<file path="src/rtl/debouncer_pkg.sv">
// rtl/debouncer_pkg.sv - shared constants and helpers for the switch debouncer
//
// Purpose: default parameter values and the counter-width helper that the
//          channel and the top-level wrapper both rely on.
// Ports:   none (package)
package debouncer_pkg;

    localparam int DEF_N_CH        = 4;
    localparam int DEF_SYNC_STAGES = 2;
    localparam int DEF_STABLE_CNT  = 10;
    localparam int DEF_PRESCALE    = 1;

    // Width of a counter that must represent values 0..stable_cnt.
    function automatic int cnt_w(input int stable_cnt);
        return $clog2(stable_cnt + 1);
    endfunction

endpackage

</file>
<file path="src/rtl/debouncer_ch.sv">
// rtl/debouncer_ch.sv - one debounced switch channel
//
// Purpose: synchronises one asynchronous switch, filters it with a stability
//          counter advanced on sampling ticks and registers clean level and
//          single-cycle edge pulses.
// Ports:   clk_i   - system clock
//          rst_i   - asynchronous active-low reset
//          tick_i  - sampling tick from the shared prescaler
//          sw_i    - raw switch input, asynchronous to clk_i
//          db_o    - debounced level
//          rise_o  - one-cycle pulse on an accepted 0->1
//          fall_o  - one-cycle pulse on an accepted 1->0
//          busy_o  - synchronised level differs from db_o
module debouncer_ch
    import debouncer_pkg::*;
#(
    parameter int   SYNC_STAGES = DEF_SYNC_STAGES,
    parameter int   STABLE_CNT  = DEF_STABLE_CNT,
    parameter logic RST_VAL     = 1'b0
) (
    input  logic clk_i,
    input  logic rst_i,
    input  logic tick_i,
    input  logic sw_i,
    output logic db_o,
    output logic rise_o,
    output logic fall_o,
    output logic busy_o
);

    localparam int CW = cnt_w(STABLE_CNT);

    logic [SYNC_STAGES-1:0] sync_q, sync_d;
    logic [CW-1:0]          cnt_q, cnt_d;
    logic                   db_q, db_d;
    logic                   rise_q, rise_d;
    logic                   fall_q, fall_d;
    logic                   s;

    assign s = sync_q[SYNC_STAGES-1];

    always_comb begin
        sync_d = {sync_q[SYNC_STAGES-2:0], sw_i};
        cnt_d  = cnt_q;
        db_d   = db_q;
        rise_d = 1'b0;
        fall_d = 1'b0;
        if (s == db_q) begin
            // Bounce back to the accepted level clears the count at once,
            // regardless of the sampling tick.
            cnt_d = '0;
        end else if (tick_i) begin
            if (cnt_q == CW'(STABLE_CNT - 1)) begin
                db_d   = s;
                cnt_d  = '0;
                rise_d = s;
                fall_d = ~s;
            end else begin
                cnt_d = cnt_q + 1'b1;
            end
        end
    end

    always_ff @(posedge clk_i or negedge rst_i) begin
        if (!rst_i) begin
            sync_q <= {SYNC_STAGES{RST_VAL}};
            cnt_q  <= '0;
            db_q   <= RST_VAL;
            rise_q <= 1'b0;
            fall_q <= 1'b0;
        end else begin
            sync_q <= sync_d;
            cnt_q  <= cnt_d;
            db_q   <= db_d;
            rise_q <= rise_d;
            fall_q <= fall_d;
        end
    end

    assign db_o   = db_q;
    assign rise_o = rise_q;
    assign fall_o = fall_q;
    // Both operands are flops, so busy_o carries no input-to-output path.
    assign busy_o = (s != db_q);

endmodule

</file>
<file path="src/rtl/debouncer_multi.sv">
// rtl/debouncer_multi.sv - multi-channel switch debouncer with shared prescaler
//
// Purpose: N_CH independent debounced channels sampled on a common tick,
//          plus an interrupt line built from the masked edge pulses.
// Ports:   clk_i   - system clock
//          rst_i   - asynchronous active-low reset
//          sw_i    - raw switch inputs [N_CH]
//          db_o    - debounced levels [N_CH]
//          rise_o  - accepted 0->1 pulses [N_CH]
//          fall_o  - accepted 1->0 pulses [N_CH]
//          busy_o  - channel filter running [N_CH]
//          irq_o   - OR of masked rise/fall pulses
module debouncer_multi
    import debouncer_pkg::*;
#(
    parameter int              N_CH        = DEF_N_CH,
    parameter int              SYNC_STAGES = DEF_SYNC_STAGES,
    parameter int              STABLE_CNT  = DEF_STABLE_CNT,
    parameter int              PRESCALE    = DEF_PRESCALE,
    parameter logic            RST_VAL     = 1'b0,
    parameter logic [N_CH-1:0] EV_MASK     = '1
) (
    input  logic            clk_i,
    input  logic            rst_i,
    input  logic [N_CH-1:0] sw_i,
    output logic [N_CH-1:0] db_o,
    output logic [N_CH-1:0] rise_o,
    output logic [N_CH-1:0] fall_o,
    output logic [N_CH-1:0] busy_o,
    output logic            irq_o
);

    if (N_CH < 1) begin : g_bad_n_ch
        $error("debouncer_multi: N_CH must be at least 1");
    end
    if (SYNC_STAGES < 2) begin : g_bad_sync
        $error("debouncer_multi: SYNC_STAGES must be at least 2");
    end
    if (STABLE_CNT < 1) begin : g_bad_stable
        $error("debouncer_multi: STABLE_CNT must be at least 1");
    end
    if (PRESCALE < 1) begin : g_bad_prescale
        $error("debouncer_multi: PRESCALE must be at least 1");
    end

    // With PRESCALE == 1 the single prescaler bit stays 0 and every cycle ticks.
    localparam int PW = (PRESCALE > 1) ? $clog2(PRESCALE) : 1;

    logic [PW-1:0] pre_q, pre_d;
    logic          tick;

    assign tick = (pre_q == PW'(PRESCALE - 1));

    always_comb begin
        pre_d = tick ? '0 : pre_q + 1'b1;
    end

    always_ff @(posedge clk_i or negedge rst_i) begin
        if (!rst_i) begin
            pre_q <= '0;
        end else begin
            pre_q <= pre_d;
        end
    end

    for (genvar i = 0; i < N_CH; i++) begin : g_ch
        debouncer_ch #(
            .SYNC_STAGES (SYNC_STAGES),
            .STABLE_CNT  (STABLE_CNT),
            .RST_VAL     (RST_VAL)
        ) u_ch (
            .clk_i  (clk_i),
            .rst_i  (rst_i),
            .tick_i (tick),
            .sw_i   (sw_i[i]),
            .db_o   (db_o[i]),
            .rise_o (rise_o[i]),
            .fall_o (fall_o[i]),
            .busy_o (busy_o[i])
        );
    end

    assign irq_o = |((rise_o | fall_o) & EV_MASK);

endmodule
</file>
<file path="config.mk">
export PLATFORM = sky130hd
export DESIGN_NAME = debouncer_multi
export DESIGN_NICKNAME = d
export VERILOG_FILES = /design/src/rtl/debouncer_pkg.sv /design/src/rtl/debouncer_ch.sv /design/src/rtl/debouncer_multi.sv
export SDC_FILE = /design/constraint.sdc
export NUM_CORES = 1
export LEC_CHECK = 0
export CORE_MARGIN = 2
export CORE_UTILIZATION = 47
export DETAILED_ROUTE_END_ITERATION = 10
export PLACE_DENSITY = 0.73
export SLEW_MARGIN = 15
export SYNTH_ARGS = -nofsm -noshare
export SYNTH_HDL_FRONTEND = slang
export SYNTH_SLANG_ARGS = --single-unit
</file>
<file path="constraint.sdc">
create_clock -name clk_i -period 1.1 [get_ports clk_i]
set_clock_uncertainty 0.05 [all_clocks]
set_input_delay 0.275 -clock clk_i [delete_from_list [all_inputs] [get_ports clk_i]]
set_output_delay 0.275 -clock clk_i [all_outputs]
set_load 0.03 [all_outputs]
</file>
# After elaboration in Yosys (flattened, before gate mapping)
# Index checks and enable logic that the tools add are counted.
[totals]
ff_bits = 37
output_inout_bits = 17
inputBits = 6
[classes]
add_sub_neg = 5
mux = 37
n_bitwise = 10
n_reduce_logical = 5
eq_ne = 16
[ops]
columns = ["cell", "count"]
rows = [
  ["4-bit two-way mux", 12],
  ["1-bit two-way mux", 25],
  ["4-bit by 1-bit adder with 4-bit output, second input constant", 4],
  ["4-bit == test, second input constant", 4],
  ["3-bit AND reduction", 4],
  ["1-bit NOT", 9],
  ["2-bit by 1-bit != test with 1-bit output, second input constant", 4],
  ["1-bit == test", 4],
  ["1-bit != test", 4],
  ["4-bit OR", 1],
  ["4-bit OR reduction", 1],
  ["1-bit adder, second input constant", 1],
]

# Longest topological paths before layout
# Gate-level depths: netlist of run 1.
[depth]
word_depth = 4
depth_mapped = 5
mapped_depth_nobuf = 5

# By module
# Synthesis of run 1 repeated with hierarchy kept, for this count alone.
[unflattened]
cells_unflattened = 144
hier_area_um2 = 1636.6
[modules_own_cells]
columns = ["module", "n_inst", "cells_each", "seq_area_each_um2", "area_per_inst_um2"]
rows = [
  ["debouncer_ch", 4, 35, 225.2, 404.1],
  ["debouncer_multi", 1, 4, 0.0, 20.0],
]

# Least setup slack after synthesis of run 1
# OpenSTA, ideal clock, no wires.
[synth_timing]
path_kind = "register to register"
start = "register g_ch[2].u_ch.cnt_q[0]"
end = "register g_ch[2].u_ch.db_q"
setup_slack_ps = -102
path_buffers = 0
required_ps = 923
path_stages_with_launch = 4
arrival_time_ps = 1024
path_cell_list = "dfrtp_1 -> ha_1 -> nand3b_4 -> mux2_1"
[synth_via]
elab_chain_cells = 2
[synth_lines]
columns = ["item", "line", "rtl"]
rows = [
  ["start, declared", "debouncer_ch.sv:34", "logic [CW-1:0] cnt_q, cnt_d;"],
  ["start signal, assigned", "debouncer_ch.sv:73", "cnt_q <= cnt_d;"],
  ["4-bit == test", "debouncer_ch.sv:53", "if (cnt_q == CW'(STABLE_CNT - 1)) begin"],
  ["3-bit AND reduction (no source line)", "-", ""],
  ["end signal, assigned", "debouncer_ch.sv:68", "db_q <= RST_VAL;"],
  ["end signal, assigned", "debouncer_ch.sv:74", "db_q <= db_d;"],
  ["end, declared", "debouncer_ch.sv:35", "logic db_q, db_d;"],
]
# Every way passes these cells.
# A chain may end at the register's enable or synchronous reset.

# Worst setup path in the final report of run 1
[layout_timing]
start = "register g_ch[2].u_ch.fall_q"
end = "output irq_o"
[layout_via]
elab_chain_cells = 2
[layout_lines]
columns = ["item", "line", "rtl"]
rows = [
  ["start, declared", "debouncer_ch.sv:37", "logic fall_q, fall_d;"],
  ["start signal, assigned", "debouncer_ch.sv:76", "fall_q <= fall_d;"],
  ["4-bit OR", "debouncer_multi.sv:83", "assign irq_o = |((rise_o | fall_o) & EV_MASK);"],
  ["4-bit OR reduction", "debouncer_multi.sv:83", ""],
  ["end, declared", "debouncer_multi.sv:30", "output logic irq_o"],
]
# Every way passes these cells.

==> results_tabular.tex, run 1 <==
\begin{tabular}{lr}
\hline
Metric & Value \\
\hline
\multicolumn{2}{l}{\textbf{Run status}} \\
\quad Outcome & finished with violations \\
\quad Violated checks & setup timing \\
\multicolumn{2}{l}{\textbf{Floorplan}} \\
\quad Floorplan core area & 3130 um\^{}2 \\
\quad Die ar. & 3820 um\^{}2 \\
\quad Die Span X & 61.8 um \\
\quad Count of boundary I/O pins & 23 \\
\quad Vert. Die Dim & 61.8 um \\
\quad Floorplan row count & 20 \\
\quad Starting density of the core & 0.502 \\
\multicolumn{2}{l}{\textbf{Yosys}} \\
\quad Xor and xnor area share after synthesis & 0.0717 \\
\quad Synthesized netlist net count & 133 \\
\quad Register bit total from synthesis & 36 \\
\quad Cell Area, Synth & 1570 um\^{}2 \\
\quad Unique masters post-synth & 16 \\
\quad Share of the yosys chip area belonging to registers & 0.574 \\
\quad Post-synthesis mux area share & 0.0287 \\
\quad Yosys Warn Count & 0 \\
\quad Number of instances in the synthesized netlist & 119 \\
\quad Combinational family with the most area after synthesis & simple AND/OR/NAND/NOR gates \\
\quad Synth Area in Simple Gates & 0.176 \\
\quad Compound-gate portion of the synthesized area & 0 \\
\quad Adder-cell area share of the yosys netlist & 0.0637 \\
\quad Mean instance size in the synthesized netlist & 13.2 um\^{}2 \\
\multicolumn{2}{l}{\textbf{Setup path}} \\
\quad Cell depth of the worst flop-to-flop path & 4 \\
\quad Critical setup path kind & reg -> out \\
\quad Critical Path Source Type & flip-flop \\
\quad CP Data Arrival Time & 1.30 ns \\
\quad Critical Path End Type & output port \\
\quad Crit path required time & 0.77 ns \\
\quad Highest net fanout along the worst path & 2 \\
\multicolumn{2}{l}{\textbf{Finish}} \\
\quad Most frequent standard cell in the layout excluding fill and tap cells & dfrtp\_1 \\
\quad Leading cell types in the layout, fill and taps excluded & dfrtp\_1, buf\_6, buf\_4, nor2\_2 \\
\quad Final nets & 187 \\
\quad Total inserted antenna cells & 0 \\
\quad Area of the multi-input gates & 825 um\^{}2 \\
\quad Total area of sequential cells & 901 um\^{}2 \\
\quad Area growth, synth to finish & 57.6\% \\
\quad Count of filler cells inserted in the layout & 166 \\
\quad Non-filler instance count after layout & 218 \\
\quad Post-route cell area & 2470 um\^{}2 \\
\quad Fraction of final layout cells with drive strength greater than 1 & 0.684 \\
\multicolumn{2}{l}{\textbf{Global route}} \\
\quad Global router's overall resource usage & 0.186 \\
\quad Congestion Overflow GR & 0 \\
\quad Wire length of the first global-routing pass & 4830 um \\
\quad Via count of the first global-routing pass & 1073 \\
\quad Initial antenna violation count & 0 \\
\quad Pin count of the biggest net entering global routing & 37 \\
\multicolumn{2}{l}{\textbf{Route}} \\
\quad Post-detailed-route DRC marker count & 0 \\
\quad DR pass1 iterations & 2 \\
\quad Residual antenna-violating net count after detailed routing & 0 \\
\quad Drt via density & 4.70 \\
\quad Routed via count & 1024 \\
\quad Final WL & 3630 um \\
\quad Number of design-rule violations left by the first detailed-router iteration & 20 \\
\quad Wire per inst & 16.6 um \\
\multicolumn{2}{l}{\textbf{Placed design}} \\
\quad Post-place instance area & 1930 um\^{}2 \\
\quad Final HPWL DP & 1920 um \\
\quad Port-buffer cells & 22 \\
\quad Placed cell count & 197 \\
\quad Global placement routability congestion & 0.725 \\
\multicolumn{2}{l}{\textbf{STA}} \\
\quad Number of hold violations in the final report & 0 \\
\quad Worst Tran Pin Value & 0.232 ns \\
\quad Fin crit share & 1.48 \\
\quad Unrepaired setup endpoints after global routing & yes \\
\quad Setup\_tns & -6.50 ns \\
\quad Shortest period the worst path allows & 1.63 ns \\
\quad Slew margin rel. & 0.845 \\
\quad Setup slack of the critical path after layout & -0.528 ns \\
\quad Final setup fails & 40 \\
\quad Count of final max-slew check failures & 0 \\
\quad F\_max & 614 MHz \\
\multicolumn{2}{l}{\textbf{Clock tree}} \\
\quad Root buffer cell & clkbuf\_4 \\
\quad Max Buffers Root-to-Sink & 2 \\
\quad Clock transition at path regs & 0.13 ns \\
\quad \# hold bufs at CTS & 0 \\
\quad Total clock buffers created by CTS & 5 \\
\quad Clock latency reported for the late side of the worst-skew pair & 0.37 ns \\
\quad Total number of H-tree levels & 2 \\
\quad TritonCTS clock tree & built \\
\quad Total number of clock tree sinks & 36 \\
\multicolumn{2}{l}{\textbf{Power and ir drop}} \\
\quad Pleak & 1.23 nW \\
\quad Worst vdd rail ir drop & 0.000714 V \\
\quad Power per standard cell area & 1340 nW/um\^{}2 \\
\multicolumn{2}{l}{\textbf{Hold path}} \\
\quad Kind of path behind the tightest hold check & in -> async \\
\multicolumn{2}{l}{\textbf{Run}} \\
\quad Total of max-cap violations & 0 \\
\hline
\end{tabular}
[state kept, by name, summed over array words and instances, names as in the netlist]
name              cells
g_ch.u_ch.cnt_q      16
g_ch.u_ch.sync_q      8
g_ch.u_ch.rise_o      4
g_ch.u_ch.db_o        4
g_ch.u_ch.fall_o      4
[per-stage QoR]
step,util,setup slack [ns],hold slack [ns],power (mW)
floorplan,-,-0.0707,-0.0706,1.89
global placement,0.618,-0.526,0.285,2.15
detailed placement,0.618,-0.594,0.286,2.19
CTS,0.722,-0.524,0.245,3.07
global route,0.791,-0.598,0.225,3.47
finish,0.791,-0.528,0.219,3.33
[critical path, cell delays in order (launching register included)]
cell,delay [ns]
dfrtp_1,0.42
nor4_2,0.26
nand2_1,0.10
buf_6,0.15
[path summary, 6_finish.rpt]
check / endpoint / start / slack [ns]
max: irq_o / g_ch[2].u_ch.fall_o / -0.53
min: g_ch[2].u_ch.sync_q[1] / rst_i / 0.22
max reg2reg: g_ch[0].u_ch.db_o / g_ch[0].u_ch.cnt_q[1] / -0.13
min reg2reg: g_ch[2].u_ch.sync_q[1] / g_ch[2].u_ch.sync_q[0] / 0.31
max in group asynchronous: g_ch[2].u_ch.sync_q[0] / rst_i / 0.59
min in group clk_i: g_ch[3].u_ch.sync_q[0] / sw_i[3] / 0.30
[power breakdown]
part	internal (mW)	leakage (nW)	switching, mW
sequential	1.43	0.474	0.102
clock	0.304	0.0380	0.475
combinational	0.543	0.717	0.471
[layout make-up]
| type | count | share of cell area |
|---|---|---|
| flip-flops and latches | 36 | 0.364 |
| multi-input cells | 63 | 0.333 |
| inverters | 4 | 0.00607 |
| well taps | 44 | 0.0222 |
| clock inverters | 2 | 0.00404 |
| repair buffers | 63 | 0.250 |
| clock buffers | 6 | 0.0207 |
[per-layer routing]
metal,wire length [um],global-route usage,up-vias,share of wire
li1,-,-,475,-
met1,1430,0.186,510,0.40
met5,0,0,-,0
met4,114,0.100,0,0.031
met3,145,0.0538,12,0.040
met2,1930,0.343,27,0.53
[cells in the mapped netlist]
library cell,count,share of area
buf_4,16,0.076
dfrtp_1,36,0.57
ha_1,8,0.064
inv_1,4,0.0096
mux2_1,4,0.029
nand2_1,1,0.0024
nand2_2,4,0.016
nand3_1,4,0.013
nand3b_4,4,0.051
nor2_1,16,0.038
nor3b_1,5,0.024
nor3b_2,3,0.024
nor4_1,2,0.0080
xnor2_1,4,0.022
xor2_1,7,0.039
xor2_2,1,0.010
[cell families after synthesis]
family        count (synthesis)
simple gates                 39
mux                           4
buf+inv                      20
xor+xnor                     12
flops                        36
fa+ha+maj                     8
[timing repair]
action / in CTS / in global routing
setup endpoints to repair: 35 / 44
buffers inserted: 9 / 8
cloned: 0 / 0
pin swaps: 14 / 13
resized for setup: 56 / 36
(Power assumes the default switching activity.)
==> run 2, diff against run 1 <==
--- a/config.mk
+++ b/config.mk
@@ -6,10 +6,11 @@
 export NUM_CORES = 1
 export LEC_CHECK = 0
 export CORE_MARGIN = 2
-export CORE_UTILIZATION = 47
+export CORE_UTILIZATION = 48
 export DETAILED_ROUTE_END_ITERATION = 10
-export PLACE_DENSITY = 0.73
+export PLACE_DENSITY = 0.74
 export SLEW_MARGIN = 15
 export SYNTH_ARGS = -nofsm -noshare
 export SYNTH_HDL_FRONTEND = slang
+export SYNTH_HIERARCHICAL = 1
 export SYNTH_SLANG_ARGS = --single-unit
==> results_tabular.tex, run 2 <==
\begin{tabular}{lr}
\hline
Metric & Value \\
\hline
\multicolumn{2}{l}{\textbf{Yosys}} \\
\quad Share of flip-flops with an asynchronous set or reset & 1.00 (unchanged) \\
\quad Cell Area, Synth & 1640 um\^{}2 (was 1570 um\^{}2) \\
\quad Mean instance size in the synthesized netlist & 11.4 um\^{}2 (was 13.2 um\^{}2) \\
\quad Count of flip-flops with a built-in enable after synthesis & 0 (unchanged) \\
\quad Xor and xnor area share after synthesis & 0.0214 (was 0.0717) \\
\quad Top post-synthesis cells by count & dfrtp\_1, a21oi\_1, nand2\_1, nand3b\_1 (was dfrtp\_1, buf\_4, nor2\_1, ha\_1, xor2\_1) \\
\quad Yosys Warn Count & 6 (was 0) \\
\quad Main synth FF type & dfrtp\_1 (unchanged) \\
\quad Top post-synthesis cells by area & dfrtp\_1, ha\_1, nand3b\_1 (was dfrtp\_1, buf\_4, ha\_1) \\
\quad Combinational family with the most area after synthesis & simple AND/OR/NAND/NOR gates (unchanged) \\
\quad Adder-cell area share of the yosys netlist & 0.0612 (was 0.0637) \\
\quad Post-synthesis mux area share & 0.0275 (was 0.0287) \\
\quad Share of the yosys chip area belonging to registers & 0.550 (was 0.574) \\
\quad Synth Area in Simple Gates & 0.206 (was 0.176) \\
\quad Number of instances in the synthesized netlist & 144 (was 119) \\
\quad Register bit total from synthesis & 36 (unchanged) \\
\quad Most instantiated library cell after synthesis & dfrtp\_1 (unchanged) \\
\quad Share of Yosys cell area claimed by the top area cell type & 0.550 (was 0.574) \\
\quad Library cell occupying the most area in the post-synthesis netlist & dfrtp\_1 (unchanged) \\
\quad Compound-gate portion of the synthesized area & 0.113 (was 0) \\
\quad Unique masters post-synth & 17 (was 16) \\
\multicolumn{2}{l}{\textbf{Power and ir drop}} \\
\quad Pleak & 1.31 nW (was 1.23 nW) \\
\quad Power per standard cell area & 888 nW/um\^{}2 (was 1340 nW/um\^{}2) \\
\quad Worst vdd rail ir drop & 0.00105 V (was 0.000714 V) \\
\quad Total Power Consumption & 2.54 mW (was 3.33 mW) \\
\multicolumn{2}{l}{\textbf{Finish}} \\
\quad Biggest register & g\_ch.u\_ch/cnt\_q (was g\_ch.u\_ch.cnt\_q) \\
\quad Fraction of final layout cells with drive strength greater than 1 & 0.521 (was 0.684) \\
\quad Final nets & 272 (was 187) \\
\quad Number of flip-flops under the largest register name & 16 (unchanged) \\
\quad Largest registers in the final layout & g\_ch.u\_ch/cnt\_q x16, g\_ch.u\_ch/sync\_q x8 (was g\_ch.u\_ch.cnt\_q x16, g\_ch.u\_ch.sync\_q x8) \\
\quad Most frequent standard cell in the layout excluding fill and tap cells & buf\_6 (was dfrtp\_1) \\
\quad Total inserted antenna cells & 0 (unchanged) \\
\quad Share of the core filled with cells & 0.865 (was 0.791) \\
\quad Non-filler instance count after layout & 305 (was 218) \\
\quad Area growth, synth to finish & 75.0\% (was 57.6\%) \\
\quad Leading cell types in the layout, fill and taps excluded & buf\_6, buf\_4, conb\_1, dfrtp\_1, nand3b\_1 (was dfrtp\_1, buf\_6, buf\_4, nor2\_2) \\
\multicolumn{2}{l}{\textbf{Placed design}} \\
\quad Port-buffer cells & 22 (unchanged) \\
\quad Placed cell count & 279 (was 197) \\
\quad Final HPWL DP & 2730 um (was 1920 um) \\
\quad Post-placement worst setup slack & -0.605 ns (was -0.594 ns) \\
\quad Global placement routability congestion & 0.801 (was 0.725) \\
\multicolumn{2}{l}{\textbf{STA}} \\
\quad F\_max & 607 MHz (was 614 MHz) \\
\quad Count of final max-slew check failures & 0 (unchanged) \\
\quad Number of hold violations in the final report & 0 (unchanged) \\
\quad Unrepaired setup endpoints after global routing & yes (unchanged) \\
\quad Fin crit share & 1.50 (was 1.48) \\
\quad Shortest period the worst path allows & 1.65 ns (was 1.63 ns) \\
\quad Setup\_tns & -9.47 ns (was -6.50 ns) \\
\quad Setup slack of the critical path after layout & -0.548 ns (was -0.528 ns) \\
\quad Final setup fails & 45 (was 40) \\
\multicolumn{2}{l}{\textbf{Clock tree}} \\
\quad Root buffer cell & clkbuf\_4 (unchanged) \\
\quad \# hold bufs at CTS & 0 (unchanged) \\
\quad Max Buffers Root-to-Sink & 2 (unchanged) \\
\quad Total clock buffers created by CTS & 5 (unchanged) \\
\quad Clock transition at path regs & 0.11 ns (was 0.13 ns) \\
\quad TritonCTS clock tree & built (unchanged) \\
\quad Total number of H-tree levels & 2 (unchanged) \\
\quad Clock latency reported for the late side of the worst-skew pair & 0.34 ns (was 0.37 ns) \\
\quad Total number of clock tree sinks & 36 (unchanged) \\
\multicolumn{2}{l}{\textbf{Global route}} \\
\quad Pin count of the biggest net entering global routing & 37 (unchanged) \\
\quad Congestion Overflow GR & 0 (unchanged) \\
\quad Wire length of the first global-routing pass & 7130 um (was 4830 um) \\
\quad Initial antenna violation count & 0 (unchanged) \\
\quad Global router's overall resource usage & 0.239 (was 0.186) \\
\quad Via count of the first global-routing pass & 1601 (was 1073) \\
\multicolumn{2}{l}{\textbf{Setup path}} \\
\quad Cells along the critical path & nor4\_2, nand2\_1, buf\_6 (unchanged) \\
\quad Launch point of the critical path & g\_ch[3].u\_ch/rise\_o (was g\_ch[2].u\_ch.fall\_o) \\
\quad Critical Path Source Type & flip-flop (unchanged) \\
\quad Cell depth of the worst flop-to-flop path & 5 (was 4) \\
\quad Critical Path End Type & output port (unchanged) \\
\quad Capturing instance or port of the critical path & irq\_o (unchanged) \\
\quad Highest net fanout along the worst path & 2 (unchanged) \\
\quad Reg-to-reg setup timing slack & -0.28 ns (was -0.13 ns) \\
\quad Crit path required time & 0.77 ns (about the same) \\
\quad Library cell contributing the largest single delay on the critical path & dfrtp\_2 (was dfrtp\_1) \\
\quad End of the worst register-to-register path & g\_ch[2].u\_ch/fall\_o (was g\_ch[0].u\_ch.db\_o) \\
\quad Worst flop-to-flop path startpoint & g\_ch[2].u\_ch/cnt\_q[1] (was g\_ch[0].u\_ch.cnt\_q[1]) \\
\quad CP Data Arrival Time & 1.32 ns (was 1.30 ns) \\
\quad Largest stage delay on the critical path & 0.44 ns (was 0.42 ns) \\
\quad Critical setup path kind & reg -> out (unchanged) \\
\multicolumn{2}{l}{\textbf{Floorplan}} \\
\quad Starting density of the core & 0.494 (was 0.502) \\
\quad Floorplan row count & 21 (was 20) \\
\quad Die Span X & 62.4 um (was 61.8 um) \\
\quad Vert. Die Dim & 62.4 um (was 61.8 um) \\
\quad Die ar. & 3890 um\^{}2 (was 3820 um\^{}2) \\
\quad Count of boundary I/O pins & 23 (unchanged) \\
\quad Floorplan core area & 3310 um\^{}2 (was 3130 um\^{}2) \\
\multicolumn{2}{l}{\textbf{Route}} \\
\quad DR pass1 iterations & 4 (was 2) \\
\quad Residual antenna-violating net count after detailed routing & 0 (unchanged) \\
\quad Wire per inst & 15.1 um (was 16.6 um) \\
\quad Drt via density & 4.86 (was 4.70) \\
\quad Post-detailed-route DRC marker count & 0 (unchanged) \\
\quad Routed via count & 1482 (was 1024) \\
\quad Number of design-rule violations left by the first detailed-router iteration & 47 (was 20) \\
\quad Final WL & 4610 um (was 3630 um) \\
\multicolumn{2}{l}{\textbf{Run}} \\
\quad Total of max-cap violations & 0 (unchanged) \\
\multicolumn{2}{l}{\textbf{Hold path}} \\
\quad Kind of path behind the tightest hold check & in -> async (unchanged) \\
\multicolumn{2}{l}{\textbf{Run status}} \\
\quad Violated checks & setup timing (unchanged) \\
\quad Outcome & finished with violations (unchanged) \\
\hline
\end{tabular}
[run 2: critical path: cells and delay by family, from the launching register on]
kind	cells	cell delay (ns)
buf+inv	1	0.16
flops	1	0.44
simple gates	2	0.38
[run 2: where the power goes]
| part | total, mW | switching (mW) | internal [mW] |
|---|---|---|---|
| Combinational | 0.396 | 0.187 | 0.209 |
| Clock | 0.752 | 0.436 | 0.316 |
| Sequential | 1.40 | 0.0363 | 1.36 |
| Total | 2.54 | 0.660 | 1.88 |
[run 2: worst min path at each step]
stage | start | slack [ns] | end | cells after the start
after CTS | rst_i | 0.25 | g_ch[2].u_ch/cnt_q[1] | 2
after global routing | rst_i | 0.26 | g_ch[2].u_ch/cnt_q[3] | 2
final | rst_i | 0.24 | g_ch[2].u_ch/cnt_q[3] | 2
after floorplan | rst_i | -0.07 | g_ch[0].u_ch/cnt_q[0] | 0
after detailed placement | g_ch[2].u_ch/sync_q[0] | 0.28 | g_ch[2].u_ch/sync_q[1] | 0
after global placement | g_ch[0].u_ch/sync_q[0] | 0.28 | g_ch[0].u_ch/sync_q[1] | 0
[run 2: layer usage]
layer | track usage | vias up | share of wire | routed length, um
met5 | 0 | - | 0 | 0
met4 | 0.0944 | 0 | 0.021 | 96
met3 | 0.0523 | 12 | 0.026 | 121
met2 | 0.429 | 30 | 0.54 | 2500
met1 | 0.279 | 730 | 0.41 | 1880
li1 | - | 710 | - | -
[run 2: cells by family (layout without fill, tap and decap cells)]
logic type,count (synthesis),count (layout)
compound gates,32,32
simple gates,51,51
fa+ha+maj,8,8
buf+inv,8,92
mux,4,4
other cells,1,32
flops,36,36
xor+xnor,4,4
[run 2: layout make-up]
type,count,area [um^2]
inverter,8,37.5
tap,46,57.6
fill,167,447
multi-input combinational,131,1060
sequential,36,915
timing repair buffer,76,731
clock buffer,8,58.8
[run 2: per-stage QoR]
| step | hold slack (ns) | instance area [um^2] |
|---|---|---|
| 2_1_floorplan | -0.0706 | 1840 |
| 3_3_place_gp | 0.284 | 2360 |
| 3_5_place_dp | 0.285 | 2360 |
| 4_1_cts | 0.252 | 2750 |
| 5_1_grt | 0.256 | 2860 |
| 6_report | 0.242 | 2860 |
[run 2: timing repair]
action	CTS	global route
endpoints found under the setup margin	45	45
endpoints found under the hold margin	0	0
pin swaps	35	23
setup buffers	17	6
resized for setup	68	26
